<file path="config.mk">
export PLATFORM = sky130hd
export DESIGN_NAME = inst_fetch_buffer_flat
export DESIGN_NICKNAME = d
export VERILOG_FILES = /design/src/rtl/inst_fetch_buffer_pkg.sv /design/src/rtl/inst_fetch_buffer_if.sv /design/src/rtl/ifb_fifo.sv /design/src/rtl/inst_fetch_buffer.sv /design/src/flat_wrapper.sv
export SDC_FILE = /design/constraint.sdc
export NUM_CORES = 1
export LEC_CHECK = 0
export BUFFER_PORTS_ARGS = -buffer_cell sky130_fd_sc_hd__buf_4
export CORE_ASPECT_RATIO = 0.6
export CORE_UTILIZATION = 63
export CTS_CLUSTER_SIZE = 28
export DETAILED_ROUTE_END_ITERATION = 16
export GPL_TIMING_DRIVEN = 0
export PLACE_DENSITY = 0.91
export SLEW_MARGIN = 20
export SYNTH_ARGS = -nofsm -noshare
export SYNTH_HDL_FRONTEND = slang
export SYNTH_SLANG_ARGS = --single-unit
</file>
<file path="constraint.sdc">
create_clock -name clk -period 9.67 [get_ports clk]
set_input_delay 1.4505 -clock clk [delete_from_list [all_inputs] [get_ports clk]]
set_output_delay 1.4505 -clock clk [all_outputs]
set_load 0.02 [all_outputs]
</file>
<file path="src/rtl/inst_fetch_buffer_pkg.sv">
// Shared types and constants for the instruction fetch buffer.
// FSM encodings, PC step and the {pc,inst} queue entry.
package inst_fetch_buffer_pkg;

   localparam logic [1:0] IFB_IDLE  = 2'd0;
   localparam logic [1:0] IFB_FETCH = 2'd1;
   localparam logic [1:0] IFB_DRAIN = 2'd2;

   localparam logic [31:0] IFB_PC_INC = 32'd4;

   typedef struct packed {
      logic [31:0] pc;
      logic [31:0] inst;
   } ifb_entry_t;

endpackage

</file>
<file path="src/rtl/inst_fetch_buffer_if.sv">
// Memory, core and redirect signals of the fetch buffer.
// master = fetch buffer side, slave = memory/core side.
interface inst_fetch_buffer_if;

   logic        mem_req_valid;
   logic        mem_req_ready;
   logic [31:0] mem_req_addr;
   logic        mem_rsp_valid;
   logic [31:0] mem_rsp_data;
   logic        inst_valid;
   logic        inst_ready;
   logic [31:0] inst;
   logic [31:0] inst_pc;
   logic        redirect_valid;
   logic [31:0] redirect_pc;

   modport master (
      output mem_req_valid, mem_req_addr,
      output inst_valid, inst, inst_pc,
      input  mem_req_ready, mem_rsp_valid, mem_rsp_data,
      input  inst_ready, redirect_valid, redirect_pc
   );

   modport slave (
      input  mem_req_valid, mem_req_addr,
      input  inst_valid, inst, inst_pc,
      output mem_req_ready, mem_rsp_valid, mem_rsp_data,
      output inst_ready, redirect_valid, redirect_pc
   );

endinterface

</file>
<file path="src/rtl/ifb_fifo.sv">
// DEPTH x {pc,inst} synchronous FIFO with flush and occupancy count.
// Head is read straight from the storage registers.
module ifb_fifo
   import inst_fetch_buffer_pkg::*;
#(
   parameter  int DEPTH = 4,
   localparam int AW    = $clog2(DEPTH),
   localparam int CW    = AW + 1
) (
   input  logic          clk,
   input  logic          rst_n,
   input  logic          i_push,
   input  logic          i_pop,
   input  logic          i_flush,
   input  ifb_entry_t    i_data,
   output ifb_entry_t    o_head,
   output logic [CW-1:0] o_count
);

   logic [AW-1:0] r_wr;
   logic [AW-1:0] r_rd;
   logic [CW-1:0] r_count;
   ifb_entry_t    r_mem [DEPTH];
   logic          w_full;

   assign w_full  = (r_count == CW'(DEPTH));
   assign o_head  = r_mem[r_rd];
   assign o_count = r_count;

   always_ff @(posedge clk or negedge rst_n) begin
      if (!rst_n) begin
         r_wr    <= '0;
         r_rd    <= '0;
         r_count <= '0;
      end else if (i_flush) begin
         r_wr    <= '0;
         r_rd    <= '0;
         r_count <= '0;
      end else begin
         if (i_push) r_wr <= r_wr + 1'b1;
         if (i_pop)  r_rd <= r_rd + 1'b1;
         unique case ({i_push, i_pop})
            2'b10:   r_count <= r_count + 1'b1;
            2'b01:   r_count <= r_count - 1'b1;
            default: r_count <= r_count;
         endcase
      end
   end

   always_ff @(posedge clk) begin
      if (i_push && !i_flush) r_mem[r_wr] <= i_data;
   end

   // full + pop + push is legal; full + push alone would overwrite the head
   always_ff @(posedge clk) begin
      if (rst_n && !i_flush) assert (!(i_push && w_full && !i_pop));
   end

endmodule

</file>
<file path="src/rtl/inst_fetch_buffer.sv">
// Decoupled fetch front end: FSM, fetch PC, in-flight/discard counters, credits.
// Define IFB_BYPASS_EN for a zero-latency rsp->inst path when the FIFO is empty.
module inst_fetch_buffer
   import inst_fetch_buffer_pkg::*;
#(
   parameter int          DEPTH     = 4,
   parameter int          MAX_OUTST = 2,
   parameter logic [31:0] RESET_PC  = 32'h0
) (
   input  logic                clk,
   input  logic                reset,
   inst_fetch_buffer_if.master bus
);

   localparam int            CW     = $clog2(DEPTH) + 1;
   localparam logic [CW:0]   L_DEPTH = (CW+1)'(DEPTH);
   localparam logic [CW-1:0] L_MAXO  = CW'(MAX_OUTST);

   logic [1:0]    r_state;
   logic [1:0]    w_state_nxt;
   logic [31:0]   r_fetch_pc;
   logic [31:0]   r_rsp_pc;
   logic [31:0]   w_redir_pc;
   logic [CW-1:0] r_outst;
   logic [CW-1:0] r_discard;
   logic [CW-1:0] w_discard_nxt;
   logic [CW-1:0] w_count;
   ifb_entry_t    w_head;
   ifb_entry_t    w_push_data;
   logic          w_redir;
   logic          w_rsp;
   logic          w_req;
   logic          w_fire;
   logic          w_drop;
   logic          w_push;
   logic          w_pop;
   logic          w_fifo_v;
   logic          w_byp;
   logic          w_byp_take;
   logic          w_unused;

   assign w_redir    = bus.redirect_valid;
   assign w_rsp      = bus.mem_rsp_valid;
   assign w_redir_pc = {bus.redirect_pc[31:2], 2'b00};
   assign w_unused   = ^bus.redirect_pc[1:0];
   assign w_fifo_v   = (w_count != '0);

   // credit rule: every in-flight word already owns a FIFO slot
   assign w_req = (r_state == IFB_FETCH) && !w_redir &&
                  (r_outst < L_MAXO) &&
                  (({1'b0, w_count} + {1'b0, r_outst}) < L_DEPTH);
   assign w_fire = w_req & bus.mem_req_ready;
   assign w_drop = w_rsp & (w_redir | (r_discard != '0));

`ifdef IFB_BYPASS_EN
   assign w_byp = w_rsp & !w_fifo_v & (r_discard == '0) & !w_redir;
   assign w_byp_take = w_byp & bus.inst_ready;
`else
   assign w_byp      = 1'b0;
   assign w_byp_take = 1'b0;
`endif

   assign w_push      = w_rsp & !w_drop & !w_byp_take;
   assign w_pop       = w_fifo_v & bus.inst_ready & !w_redir;
   assign w_push_data = '{pc: r_rsp_pc, inst: bus.mem_rsp_data};

   always_comb begin
      w_discard_nxt = r_discard;
      if (w_redir)
         w_discard_nxt = r_outst - CW'(w_rsp);
      else if (w_rsp && (r_discard != '0))
         w_discard_nxt = r_discard - 1'b1;
   end

   always_comb begin
      w_state_nxt = r_state;
      unique case (r_state)
         IFB_IDLE:  w_state_nxt = IFB_FETCH;
         IFB_FETCH,
         IFB_DRAIN: w_state_nxt = (w_discard_nxt != '0) ? IFB_DRAIN : IFB_FETCH;
         default:   w_state_nxt = IFB_IDLE;
      endcase
   end

   // r_rsp_pc tracks the PC of the next response that will be kept
   always_ff @(posedge clk or negedge reset) begin
      if (!reset) begin
         r_state    <= IFB_IDLE;
         r_fetch_pc <= RESET_PC;
         r_rsp_pc   <= RESET_PC;
         r_outst    <= '0;
         r_discard  <= '0;
      end else begin
         r_state   <= w_state_nxt;
         r_discard <= w_discard_nxt;
         r_outst   <= r_outst + CW'(w_fire) - CW'(w_rsp);
         if (w_redir) begin
            r_fetch_pc <= w_redir_pc;
            r_rsp_pc   <= w_redir_pc;
         end else begin
            if (w_fire)           r_fetch_pc <= r_fetch_pc + IFB_PC_INC;
            if (w_rsp && !w_drop) r_rsp_pc   <= r_rsp_pc + IFB_PC_INC;
         end
      end
   end

   ifb_fifo #(.DEPTH(DEPTH)) u_fifo (
      .clk     (clk),
      .rst_n   (reset),
      .i_push  (w_push),
      .i_pop   (w_pop),
      .i_flush (w_redir),
      .i_data  (w_push_data),
      .o_head  (w_head),
      .o_count (w_count)
   );

   assign bus.mem_req_valid = w_req;
   assign bus.mem_req_addr  = r_fetch_pc;

   always_comb begin
      bus.inst_valid = 1'b0;
      bus.inst       = '0;
      bus.inst_pc    = '0;
      unique case (1'b1)
         w_fifo_v: begin
            bus.inst_valid = 1'b1;
            bus.inst       = w_head.inst;
            bus.inst_pc    = w_head.pc;
         end
         w_byp: begin
            bus.inst_valid = 1'b1;
            bus.inst       = bus.mem_rsp_data;
            bus.inst_pc    = r_rsp_pc;
         end
         default: ;
      endcase
   end

endmodule

</file>
<file path="src/flat_wrapper.sv">
// flat-port wrapper written by rule: the top's interface ports become plain ports
module inst_fetch_buffer_flat import inst_fetch_buffer_pkg::*;
#(
   parameter int          DEPTH     = 4,
   parameter int          MAX_OUTST = 2,
   parameter logic [31:0] RESET_PC  = 32'h0
)
  (clk, reset, bus_mem_req_valid, bus_mem_req_addr, bus_inst_valid, bus_inst, bus_inst_pc, bus_mem_req_ready, bus_mem_rsp_valid, bus_mem_rsp_data, bus_inst_ready, bus_redirect_valid, bus_redirect_pc);
  inst_fetch_buffer_if bus_i ();
  input  logic clk;
  input  logic reset;
  output wire logic [$bits(bus_i.mem_req_valid)-1:0] bus_mem_req_valid;
  output wire logic [$bits(bus_i.mem_req_addr)-1:0] bus_mem_req_addr;
  output wire logic [$bits(bus_i.inst_valid)-1:0] bus_inst_valid;
  output wire logic [$bits(bus_i.inst)-1:0] bus_inst;
  output wire logic [$bits(bus_i.inst_pc)-1:0] bus_inst_pc;
  input wire logic [$bits(bus_i.mem_req_ready)-1:0] bus_mem_req_ready;
  input wire logic [$bits(bus_i.mem_rsp_valid)-1:0] bus_mem_rsp_valid;
  input wire logic [$bits(bus_i.mem_rsp_data)-1:0] bus_mem_rsp_data;
  input wire logic [$bits(bus_i.inst_ready)-1:0] bus_inst_ready;
  input wire logic [$bits(bus_i.redirect_valid)-1:0] bus_redirect_valid;
  input wire logic [$bits(bus_i.redirect_pc)-1:0] bus_redirect_pc;
  assign bus_mem_req_valid = bus_i.mem_req_valid;
  assign bus_mem_req_addr = bus_i.mem_req_addr;
  assign bus_inst_valid = bus_i.inst_valid;
  assign bus_inst = bus_i.inst;
  assign bus_inst_pc = bus_i.inst_pc;
  assign bus_i.mem_req_ready = bus_mem_req_ready;
  assign bus_i.mem_rsp_valid = bus_mem_rsp_valid;
  assign bus_i.mem_rsp_data = bus_mem_rsp_data;
  assign bus_i.inst_ready = bus_inst_ready;
  assign bus_i.redirect_valid = bus_redirect_valid;
  assign bus_i.redirect_pc = bus_redirect_pc;
  inst_fetch_buffer #(.DEPTH(DEPTH), .MAX_OUTST(MAX_OUTST), .RESET_PC(RESET_PC)) u_core (.clk(clk), .reset(reset), .bus(bus_i));
endmodule
</file>
### Yosys cells after proc, flatten, opt, wreduce, memory -nomap -nowiden

Memory sizes are Yosys's and may differ from the RTL's.
Index checks and enable logic that the tools add are counted.

* register bits after elaboration: 79
* RAM bits: 256
* bits of input ports: 70
* output and inout port bits: 98
* logic and storage cells: 69
* memories kept: 1

Memories
* u_core.u_fifo.r_mem: depth 4, width 64, read ports 1, clocked after memory_dff 0, write ports 1, RTL line ifb_fifo.sv:23 `ifb_entry_t r_mem [DEPTH];`

* add/subtract/negate cells: 11
* magnitude comparators: 2
* equal/unequal tests: 4
* muxes and demuxes: 19
* bitwise logic cells: 6
* reductions and logical operators: 18

Operators with widths (count)
* 32-bit two-way mux: 6
* 32-bit by 3-bit adder with 32-bit output, second input constant: 2
* 3-bit nonzero test: 4
* 2-bit two-way mux: 5
* 3-bit two-way mux: 3
* 2-bit nonzero test: 4
* 1-bit logical AND: 6
* 3-bit one-hot mux with 2 select lines: 1
* 3-bit by 1-bit subtractor with 3-bit output: 2
* 3-bit by 1-bit subtractor with 3-bit output, second input constant: 2
* 1-bit AND: 5
* 2-bit by 1-bit adder with 2-bit output, second input constant: 2
* 3-bit by 3-bit adder with 4-bit output: 1
* 2-bit by 1-bit == test with 1-bit output, second input constant: 2
* 2-bit == test, second input constant: 2
* 4-bit by 3-bit less-than comparator with 1-bit output, second input constant: 1
* 2-bit one-hot mux with 2 select lines: 1
* 3-bit by 1-bit adder with 3-bit output: 1
* 3-bit by 1-bit adder with 3-bit output, second input constant: 1
* 3-bit by 2-bit less-than comparator with 1-bit output, second input constant: 1
* 1-bit two-way mux: 3
* 1-bit logical NOT: 2
* 2-bit logical NOT: 1
* 2-bit OR reduction: 1
* 1-bit bitwise OR: 1

### Logic depth before layout (Yosys ltp)

Gate-level depths: netlist of run 1.

* depth after elaboration: 8
* gate-level depth with buffers: 10
* depth with buffers taken out: 10

### Modules after synthesis

A second synthesis of run 1 with hierarchy kept.

* cells, all modules: 876
* area total of the unflattened synthesis: 14107.3 µm²

By module, submodules not included
* ifb_fifo: instances 1, cells an instance 375, area an instance 9656.8 µm², sequential area each 7862.5 µm²
* inst_fetch_buffer: instances 1, cells an instance 501, area an instance 4450.5 µm², sequential area each 1701.6 µm²

### Least setup slack after synthesis of run 1

Ideal clock, no wire load.

* path type: in2reg
* start: in bus_redirect_valid
* end: mem u_core.u_fifo.r_mem[1][0] (netlist bit) (enable)
* library setup time: 427 ps
* arrival: 3609 ps
* required time: 9243 ps
* slack: 5634 ps
* cell stages on the path: 4
* buffers on the path: 2
* cells stage by stage: buf_1 -> inv_2 -> buf_1 -> and3_1

* word-level cells in the longest chain between the ends: 7
* elaborated cells between the ends (all ways): 8
* classes of those cells: 2 x mux; 3 x bitwise; 3 x reduce/logical

RTL lines
* start: declaration: RTL line flat_wrapper.sv:21 `input wire logic [$bits(bus_i.redirect_valid)-1:0] bus_redirect_valid;`
* 1-bit bitwise OR: RTL line inst_fetch_buffer.sv:53 `assign w_drop = w_rsp & (w_redir | (r_discard != '0));`
* 1-bit AND: RTL line inst_fetch_buffer.sv:53
* 1-bit logical NOT: RTL line inst_fetch_buffer.sv:63 `assign w_push = w_rsp & !w_drop & !w_byp_take;`
* 1-bit AND: RTL line inst_fetch_buffer.sv:63
* 1-bit logical AND (*): RTL line ifb_fifo.sv:51 `if (i_push && !i_flush) r_mem[r_wr] <= i_data;`
* 1-bit two-way mux (*): RTL line ifb_fifo.sv:51
* 1-bit two-way mux (not written as such) (*): RTL line ifb_fifo.sv:51
* end: declaration: RTL line ifb_fifo.sv:23

Every way passes the cells marked *; elsewhere a longest branch is shown, timed or not.

### Worst setup path after layout of run 1

* start: reg u_core.u_fifo.r_rd[0]
* end: out bus_inst_pc[29]

* word-level cells in the longest chain between the ends: 2

RTL lines
* start: declaration: RTL line ifb_fifo.sv:21 `logic [AW-1:0] r_rd;`
* start signal: assignment: RTL line ifb_fifo.sv:41 `if (i_pop) r_rd <= r_rd + 1'b1;`
* memory read 4 x 64 bit
* 32-bit two-way mux: RTL line inst_fetch_buffer.sv:125 `unique case (1'b1)`
* end: declaration: RTL line flat_wrapper.sv:16 `output wire logic [$bits(bus_i.inst_pc)-1:0] bus_inst_pc;`

No other way between the ends.

==> impl_metrics.yaml, run 1 <==
detailed_routing:
  vias_per_cell: 6.333
  drc: 9
  postRouteWirelength_um: 32540
  ant_nets: 0
  detail_route.iter0.violations: 995
  vias: 8683
  post_drt_wl_per_cell_um: 23.74
  drtPass1Iterations: 12
floorplanning:
  dieArea_sq_mm: 0.02260
  rows: 41
  core_area_sq_mm: 0.02129
  fp.dieH_um: 116.8
  initial_utilization: 0.6505
  fp.dieW_um: 193.4
  pin_count: 168
sta:
  finalHoldViolCount: 0
  finalCriticalPeriod_ns: 4.388
  tightestPinTransition_ns: 0.9933
  slew_headroom: 0.3378
  fin_setup_tns_ns: 0
  fmax_mhz: 227.9
  fin_skew_ns: 0.01255
  final.period_utilization: 0.4538
  rsz0062_at_grt: "false"
  layout_setup_ws_ns: 5.282
  holdWs_ns: 0.5509
  slew_viol_final: 0
  final-setup-viol-count: 0
final_layout:
  design_area_sq_mm: 0.01645
  fillCellCount: 1180
  num_antenna_cells: 0
  area_delta_synth_final_pct: 18.78
  final_common_cell: "edfxtp_1"
  drive_gt1_frac: 0.2912
  finalNonFillerCells: 1371
  nets: 1160
  mostFrequentLayoutCells: "248 x edfxtp_1, 165 x buf_4, 75 x dfrtp_1, 68 x and2_1, 62 x mux4_2"
global_route:
  grt_pass1_wl_um: 49640
  grt_pass1_vias: 8480
  antenna_found_initial: 0
  grt-ovfl-total: 0
  grt.total_usage: 0.2970
  grt_max_degree: 76
clock_network:
  h-tree-depth: 1
  root_buffer: "clkbuf_16"
  cts.repair.resized: 0
  cts.sinks: 323
  clk_latency_ns: 0.54
  clkTransAtPathRegs_ns: 0.07
  cts_tree: "yes"
  cts_setup_buffers: 0
  cts_buffers: 28
  postCtsHoldBufs: 0
  cts_buffer_depth: 3
setup_path:
  cpPeakStageDelay_ns: 0.65
  cp-end-kind: "primary output"
  cp.arrival_ns: 2.94
  slowest_stage: "clkbuf_1"
  worstSetupStartpointType: "register"
  worstPathRequired_ns: 8.22
  rr_worst_depth: 9
  critPathKind: "register to primary output"
  critPathMaxFanout: 10
  path_cells: "clkbuf_1 > buf_2 > mux4_2 > and2_1 > buf_4"
place:
  placed_area_sq_mm: 0.01553
  place_congestion: 0.9468
  dp_worst_setup_slack_ns: 5.555
  dp_hpwl_um: 21920
  port_buffers: 161
  dpl.cell_count: 1319
yosys:
  syn_area_sq_mm: 0.01385
  synth_cell_types: 62
  synth_area_leaders: "edfxtp_1 54%, dfrtp_1 14%, mux4_2 10%"
  synthFlopType: "edfxtp_1"
  netlist_instances: 872
  synth_seq_cells: 323
  yosys.area.top_type: "edfxtp_1"
  yosysWarnings: 0
  avgSynthCellArea_sq_um: 15.88
  synth_edf_count: 248
  seq_area_frac_synth: 0.6733
  async_flop_share: 0.2322
  synth_top_area_share: 0.5378
power_and_ir_drop:
  ir_worst_vdd_mv: 0.1927
  leakagePower_nw: 5.989
  p_per_area_mw_per_mm2: 240.0
status:
  violations: "design-rule violations"
  outcome: "finished with violations"
min_path:
  hold_class: "register to register"
  holdPathStages: 1
run:
  drv_cap: 0
worst max-delay path, delay by kind of cell, from the launching register on:
family / cells / cell delay, ns
buffers and inverters: 3 / 1.29
DFF: 1 / 0.32
muxes: 1 / 0.60
and+or+nand+nor: 1 / 0.19
power breakdown:
group	leakage, nW	internal [mW]	switching (mW)
Clock	0.443	0.632	0.483
Sequential	3.14	1.58	0.0806
Combinational	2.41	0.524	0.652
Total	5.99	2.73	1.22
worst paths after layout:
check                                            start                     endpoint  slack (ns)
hold reg to reg            u_core.bus.mem_req_addr[19]  u_core.bus.mem_req_addr[19]        0.55
hold / removal             u_core.bus.mem_req_addr[19]  u_core.bus.mem_req_addr[19]        0.55
max in group asynchronous                        reset          u_core.r_rsp_pc[22]        7.97
setup reg to reg              u_core.u_fifo.o_count[1]            u_core.r_outst[2]        6.49
min in group asynchronous                        reset  u_core.bus.mem_req_addr[12]        1.03
setup / recovery                 u_core.u_fifo.r_rd[0]              bus_inst_pc[29]        5.28
cells by family (layout without fill, tap and decap cells):
logic type,after synthesis,count (layout),share of synthesized area
flops,323,323,0.6733
simple gates,250,250,0.1033
compound gates,86,86,0.04057
mux,80,80,0.1152
buf+inv,70,287,0.02168
xor+xnor,42,42,0.02656
fa+ha+maj,20,20,0.01915
other cells,1,4,0.0002708
final cells by class:
| class | instances | area (sq um) | area share |
|---|---|---|---|
| plain buffers | 47 | 214.0 | 0.01301 |
| clock buffers | 39 | 803.3 | 0.04884 |
| clock inverters | 13 | 112.6 | 0.006846 |
| inverters | 23 | 86.33 | 0.005249 |
| multi-input cells | 482 | 4255 | 0.2587 |
| flip-flops and latches | 323 | 9324 | 0.5669 |
| well taps | 279 | 349.1 | 0.02122 |
| repair buffers | 165 | 1304 | 0.07926 |
per-layer routing:
| layer | wire length, um | part of all wire | global-route usage |
|---|---|---|---|
| met1 | 13200 | 0.41 | 0.4239 |
| met2 | 14970 | 0.46 | 0.4650 |
| met3 | 3458 | 0.11 | 0.07794 |
| met4 | 909 | 0.028 | 0.08267 |
| met5 | 0 | 0 | 0 |
registers in the layout, indices dropped and copies added (netlist names):
register,flops
u_core.r_outst,3
u_core.r_state,2
u_core.r_rsp_pc,30
u_core.r_discard,3
u_core.u_fifo.r_rd,2
u_core.u_fifo.r_wr,2
u_core.bus.mem_req_addr,30
u_core.u_fifo.o_count,3
u_core.u_fifo.r_mem,248
cell usage after synthesis (10+ instances only):
| library cell | count |
|---|---|
| xnor2_1 | 27 |
| clkbuf_1 | 26 |
| nor4_1 | 10 |
| nand3_1 | 26 |
| buf_2 | 11 |
| mux2_2 | 15 |
| ha_1 | 18 |
| xor2_1 | 15 |
| mux4_2 | 62 |
| nor2_1 | 20 |
| and3_1 | 10 |
| and2_1 | 68 |
| dfrtp_1 | 75 |
| nand2_1 | 57 |
| edfxtp_1 | 248 |
| o21ai_0 | 25 |
| a21oi_1 | 10 |
| nand4_1 | 19 |
| inv_1 | 21 |
through the flow:
| stage | utilization | total power [mW] |
|---|---|---|
| 5_1_grt | 0.7726 | 4.109 |
| 3_3_place_gp | 0.7242 | 2.815 |
| 6_report | 0.7726 | 3.948 |
| 2_1_floorplan | - | 2.388 |
| 4_1_cts | 0.7726 | 3.963 |
| 3_5_place_dp | 0.7296 | 2.853 |
No activity file was read; power rests on OpenSTA's default activity.
==> inputs of run 2 (changes only) <==
--- a/config.mk
+++ b/config.mk
@@ -7,11 +7,11 @@
 export LEC_CHECK = 0
 export BUFFER_PORTS_ARGS = -buffer_cell sky130_fd_sc_hd__buf_4
 export CORE_ASPECT_RATIO = 0.6
-export CORE_UTILIZATION = 63
+export CORE_UTILIZATION = 58
 export CTS_CLUSTER_SIZE = 28
 export DETAILED_ROUTE_END_ITERATION = 16
 export GPL_TIMING_DRIVEN = 0
-export PLACE_DENSITY = 0.91
+export PLACE_DENSITY = 0.86
 export SLEW_MARGIN = 20
 export SYNTH_ARGS = -nofsm -noshare
 export SYNTH_HDL_FRONTEND = slang
==> constraint.sdc (replaced) <==
create_clock -name clk -period 4.1 [get_ports clk]
set_input_delay 0.615 -clock clk [delete_from_list [all_inputs] [get_ports clk]]
set_output_delay 0.615 -clock clk [all_outputs]
set_load 0.02 [all_outputs]
==> impl_metrics.yaml, run 2 (synthesis gave the netlist of run 1 again) <==
power_and_ir_drop:
  p_int_mw: 6.376
  p_per_area_mw_per_mm2: 559.0
  clockPowerShare: 0.275
  combPwrFrac: 0.301
  sequentialPowerShare: 0.424
  p_sw_mw: 2.833
  leakagePower_nw: 5.981
  power_mw: 9.209
  p_sw_frac: 0.3076
  ir_worst_vdd_mv: 0.3916
sta:
  final-setup-viol-count: 0
  tightestPinTransition_ns: 0.9856
  slew_headroom: 0.3429
  layout_setup_ws_ns: 0.6613
  fin_skew_ns: 0.006090
  finalHoldViolCount: 0
  fmax_mhz: 290.8
  final.period_utilization: 0.8387
  rsz0062_at_grt: "false"
  finalCriticalPeriod_ns: 3.439
  slew_viol_final: 0
global_route:
  antenna_found_initial: 0
  grt-ovfl-total: 0
  grt_max_degree: 76
  grt_pass1_vias: 8047
  grt_pass1_wl_um: 47650
  grt.total_usage: 0.2613
detailed_routing:
  top_layer: "met4"
  wl_met2_um: 13880
  drtPass1Iterations: 5
  vias_per_cell: 6.009
  ant_nets: 0
  wl_met3_um: 2982
  postRouteWirelength_um: 31460
  wl_met1_um: 14020
  vias: 8449
  post_drt_wl_per_cell_um: 22.38
  detail_route.iter0.violations: 830
  drc: 0
clock_network:
  cts.sinks: 323
  cts_tree: "yes"
  clkTransAtPathRegs_ns: 0.06
  clk_latency_ns: 0.53
  cts_buffers: 28
  h-tree-depth: 1
  cts_buffer_depth: 3
  cts.repair.resized: 0
  postCtsHoldBufs: 0
  cts_setup_buffers: 0
  root_buffer: "clkbuf_16"
final_layout:
  largest_register_ffs: 248
  regMostFlops: "u_core.u_fifo.r_mem"
  design_area_sq_mm: 0.01647
  final_common_cell: "edfxtp_1"
  area_delta_synth_final_pct: 18.96
  mostFrequentLayoutCells: "248 x edfxtp_1, 165 x buf_4, 75 x dfrtp_1, 68 x and2_1, 62 x mux4_2"
  drive_gt1_frac: 0.2906
  num_antenna_cells: 0
  nets: 1160
  post-route-util: 0.7088
setup_path:
  worstPathRequired_ns: 3.48
  worstSetupStartpointType: "register"
  critPathKind: "register to primary output"
  critPathMaxFanout: 10
  cp-end-kind: "primary output"
  cp.arrival_ns: 2.82
place:
  port_buffers: 161
  dp_hpwl_um: 21570
  place_congestion: 0.9114
  dp_worst_setup_slack_ns: 0.8957
  placed_area_sq_mm: 0.01558
floorplanning:
  pin_count: 168
  initial_utilization: 0.5958
  rows: 43
  dieArea_sq_mm: 0.02452
  fp.dieH_um: 121.7
  fp.dieW_um: 201.5
  core_area_sq_mm: 0.02324
min_path:
  hold_class: "input pin to async pin"
status:
  outcome: "finished, final reports clean"
run:
  drv_cap: 0
## run 2: power groups by stage
stage / clock network (mW) / registers (mW) / logic [mW]
CTS: 2.57 / 3.90 / 2.80
global route: 2.70 / 3.92 / 2.98
floorplan: 0 / 3.95 / 1.69
detailed placement: 0 / 3.96 / 2.78
global placement: 0 / 3.95 / 2.72
finish: 2.54 / 3.90 / 2.77
## run 2: area by class of cell
class,count,area [sq um]
Buffer,47,214.0
Clock buffer,42,808.3
Clock inverter,9,80.08
Fill cell,1489,6769
Inverter,23,86.33
Multi-Input combinational cell,482,4255
Sequential cell,323,9324
Tap cell,315,394.1
Timing Repair Buffer,165,1311
## run 2: worst max-delay path, cell delays in order, from the launching register on
cell,delay [ns]
dfrtp_1,0.34
clkbuf_1,0.49
buf_2,0.53
mux4_2,0.57
and2_1,0.19
buf_4,0.16
## run 2: path summary, 6_finish.rpt
check                      depth (start not counted)                          end  slack [ns]                        start
max                                                5                 bus_inst[25]        0.66        u_core.u_fifo.r_rd[0]
min                                                1            u_core.r_state[0]        0.21                        reset
max reg2reg                                        9            u_core.r_outst[2]        1.17     u_core.u_fifo.o_count[1]
min reg2reg                                        1  u_core.bus.mem_req_addr[19]        0.56  u_core.bus.mem_req_addr[19]
max in group asynchronous                          1   u_core.bus.mem_req_addr[4]        3.23                        reset
min in group clk                                   1    u_core.u_fifo.r_mem[0][2]        0.28          bus_mem_rsp_data[2]
## run 2: layer usage
metal / global-route usage / vias up
met2: 0.3772 / 424
met1: 0.4070 / 4248
met3: 0.05939 / 40
met5: 0 / -
li1: - / 3737
met4: 0.06392 / 0
## run 2: through the flow
step                setup TNS (ns)  cells  hold slack, ns
floorplan                        0    875          0.3194
global placement           -175.20   1351          0.5340
detailed placement               0   1355          0.5454
CTS                              0   1406          0.2604
global route                     0   1406          0.2642
finish                           0   1406          0.2098
==> inputs of run 3 (changes only) <==
--- a/config.mk
+++ b/config.mk
@@ -7,11 +7,11 @@
 export LEC_CHECK = 0
 export BUFFER_PORTS_ARGS = -buffer_cell sky130_fd_sc_hd__buf_4
 export CORE_ASPECT_RATIO = 0.6
-export CORE_UTILIZATION = 58
+export CORE_UTILIZATION = 53
 export CTS_CLUSTER_SIZE = 28
 export DETAILED_ROUTE_END_ITERATION = 16
 export GPL_TIMING_DRIVEN = 0
-export PLACE_DENSITY = 0.86
+export PLACE_DENSITY = 0.83
 export SLEW_MARGIN = 20
 export SYNTH_ARGS = -nofsm -noshare
 export SYNTH_HDL_FRONTEND = slang
==> constraint.sdc (replaced) <==
create_clock -name clk -period 3.1 [get_ports clk]
set_input_delay 0.465 -clock clk [delete_from_list [all_inputs] [get_ports clk]]
set_output_delay 0.465 -clock clk [all_outputs]
set_load 0.02 [all_outputs]
==> impl_metrics.yaml, run 3 (synthesis gave the netlist of run 1 again) <==
final_layout:
  regMostFlops: "u_core.u_fifo.r_mem"
  mostFrequentLayoutCells: "248 x edfxtp_1, 166 x buf_4, 74 x dfrtp_1, 68 x and2_1, 62 x mux4_2"
  final_common_cell: "edfxtp_1"
  drive_gt1_frac: 0.3041
  nets: 1162
  post-route-util: 0.6555
  num_antenna_cells: 0
  largest_register_ffs: 248
  area_delta_synth_final_pct: 20.46
setup_path:
  r2r_setup_slack_ns: 0.22
  worstPathRequired_ns: 2.63
  worstSetupStartpointType: "register"
  cp-end-kind: "primary output"
  r2r_start: "u_core.u_fifo.o_count[1]"
  critPathMaxFanout: 10
  critPathKind: "register to primary output"
  cp.arrival_ns: 2.49
  rr_worst_depth: 9
  r2r-end: "u_core.r_outst[2]"
clock_network:
  clk_latency_ns: 0.56
  root_buffer: "clkbuf_16"
  cts.sinks: 323
  clkTransAtPathRegs_ns: 0.07
  h-tree-depth: 1
  cts_setup_buffers: 0
  cts_tree: "yes"
  cts_buffers: 30
  cts_buffer_depth: 3
status:
  outcome: "finished, final reports clean"
sta:
  rsz0062_at_grt: "false"
  slew_headroom: 0.4405
  fin_skew_ns: 0.01804
  finalHoldViolCount: 0
  final.period_utilization: 0.9540
  fin_setup_tns_ns: 0
  slew_viol_final: 0
  tightestPinTransition_ns: 0.8393
  final-setup-viol-count: 0
  finalCriticalPeriod_ns: 2.957
  fmax_mhz: 338.1
power_and_ir_drop:
  leakagePower_nw: 6.086
  ir_worst_vdd_mv: 0.5276
  p_sw_mw: 3.861
  combPwrFrac: 0.290
  sequentialPowerShare: 0.413
  clockPowerShare: 0.298
  p_per_area_mw_per_mm2: 754.7
  p_int_mw: 8.728
  p_sw_frac: 0.3067
detailed_routing:
  post_drt_wl_per_cell_um: 22.03
  vias: 8380
  postRouteWirelength_um: 31880
  drc: 0
  drtPass1Iterations: 5
  ant_nets: 0
  detail_route.iter0.violations: 821
  vias_per_cell: 5.791
floorplanning:
  core_area_sq_mm: 0.02545
  fp.dieH_um: 127.2
  initial_utilization: 0.5441
  fp.dieW_um: 210.7
  pin_count: 168
  dieArea_sq_mm: 0.02680
  rows: 45
global_route:
  grt_max_degree: 76
  grt_pass1_vias: 8276
  grt.total_usage: 0.2422
  grt-ovfl-total: 0
  grt_pass1_wl_um: 48650
  antenna_found_initial: 0
place:
  port_buffers: 161
  place_congestion: 0.9473
  dp_hpwl_um: 21630
min_path:
  hold_class: "input pin to register"
  min_to: "u_core.u_fifo.r_mem[0][22]"
  min-delay-start: "bus_mem_rsp_data[22]"
  holdPathStages: 1
run:
  drv_cap: 0
==> run 3: cell types whose count changed in the layout (fill, tap and decap cells not counted), moves of 2 or more <==
cell	change
clkinv_2	+2
clkbuf_16	+4
inv_4	+2
clkbuf_1	-11
clkbuf_2	+7
==> run 3: area by class of cell <==
class / instances / area, sq um
Buffer: 45 / 217.7
Clock buffer: 43 / 893.4
Clock inverter: 12 / 121.4
Fill cell: 1829 / 8768
Inverter: 23 / 86.33
Multi-Input combinational cell: 482 / 4255
Sequential cell: 323 / 9325
Tap cell: 352 / 440.4
Timing Repair Buffer: 167 / 1341
==> run 3: critical path, stage by stage (launching register included) <==
cell     delay, ns
dfrtp_2       0.58
buf_2         0.41
mux4_2        0.61
and2_1        0.18
buf_4         0.15
==> run 3: stage by stage <==
stage | setup WS [ns] | cells | power, mW | cell area (sq um) | hold WS, ns
finish | 0.1426 | 1447 | 12.59 | 16680 | 0.1073
global route | 0.004067 | 1447 | 13.15 | 16680 | 0.08152
CTS | 0.04102 | 1446 | 12.70 | 16650 | 0.08206
detailed placement | 0.01386 | 1392 | 8.941 | 15620 | 0.5355
global placement | -0.4519 | 1388 | 8.869 | 15510 | 0.5308
floorplan | 0.5449 | 875 | 7.448 | 13860 | 0.1694
==> run 3: routing by layer <==
layer,vias up,GRT usage,routed length (um)
met4,0,0.05115,539
met5,-,0,0
li1,3763,-,-
met2,341,0.3562,14180
met3,46,0.06195,2724
met1,4230,0.3678,14430
==> run 3: repair_timing <==
action | 4_1_cts | 5_1_grt
pin swaps | 0 | 0
gates cloned | 0 | 0
hold endpoints to repair | 0 | 19
hold buffers | 0 | 1
endpoints found under the setup margin | 59 | 31
gates resized for setup | 9 | 0
==> run 3: how the worst max path moves through the flow <==
| stage | endpoint | slack (ns) | depth (start not counted) | start |
|---|---|---|---|---|
| final | bus_inst_pc[22] | 0.14 | 4 | u_core.u_fifo.r_rd[0] |
| after global placement | u_core.u_fifo.r_mem[1][60] | -0.45 | 5 | bus_redirect_valid |
| after global routing | bus_inst_pc[22] | 0.004 | 4 | u_core.u_fifo.r_rd[0] |
| after CTS | bus_inst_pc[22] | 0.04 | 5 | u_core.u_fifo.r_rd[1] |
| after detailed placement | u_core.u_fifo.o_count[2] | 0.01 | 9 | bus_redirect_valid |
| after floorplan | u_core.u_fifo.r_mem[0][0] | 0.54 | 6 | u_core.r_discard[0] |
==> run 3: power groups by stage <==
stage | clock (mW) | sequential (mW) | combinational, mW
2_1_floorplan | 0 | 5.22 | 2.23
6_report | 3.75 | 5.19 | 3.65
3_5_place_dp | 0 | 5.24 | 3.70
5_1_grt | 3.98 | 5.22 | 3.95
3_3_place_gp | 0 | 5.22 | 3.65
4_1_cts | 3.81 | 5.18 | 3.70
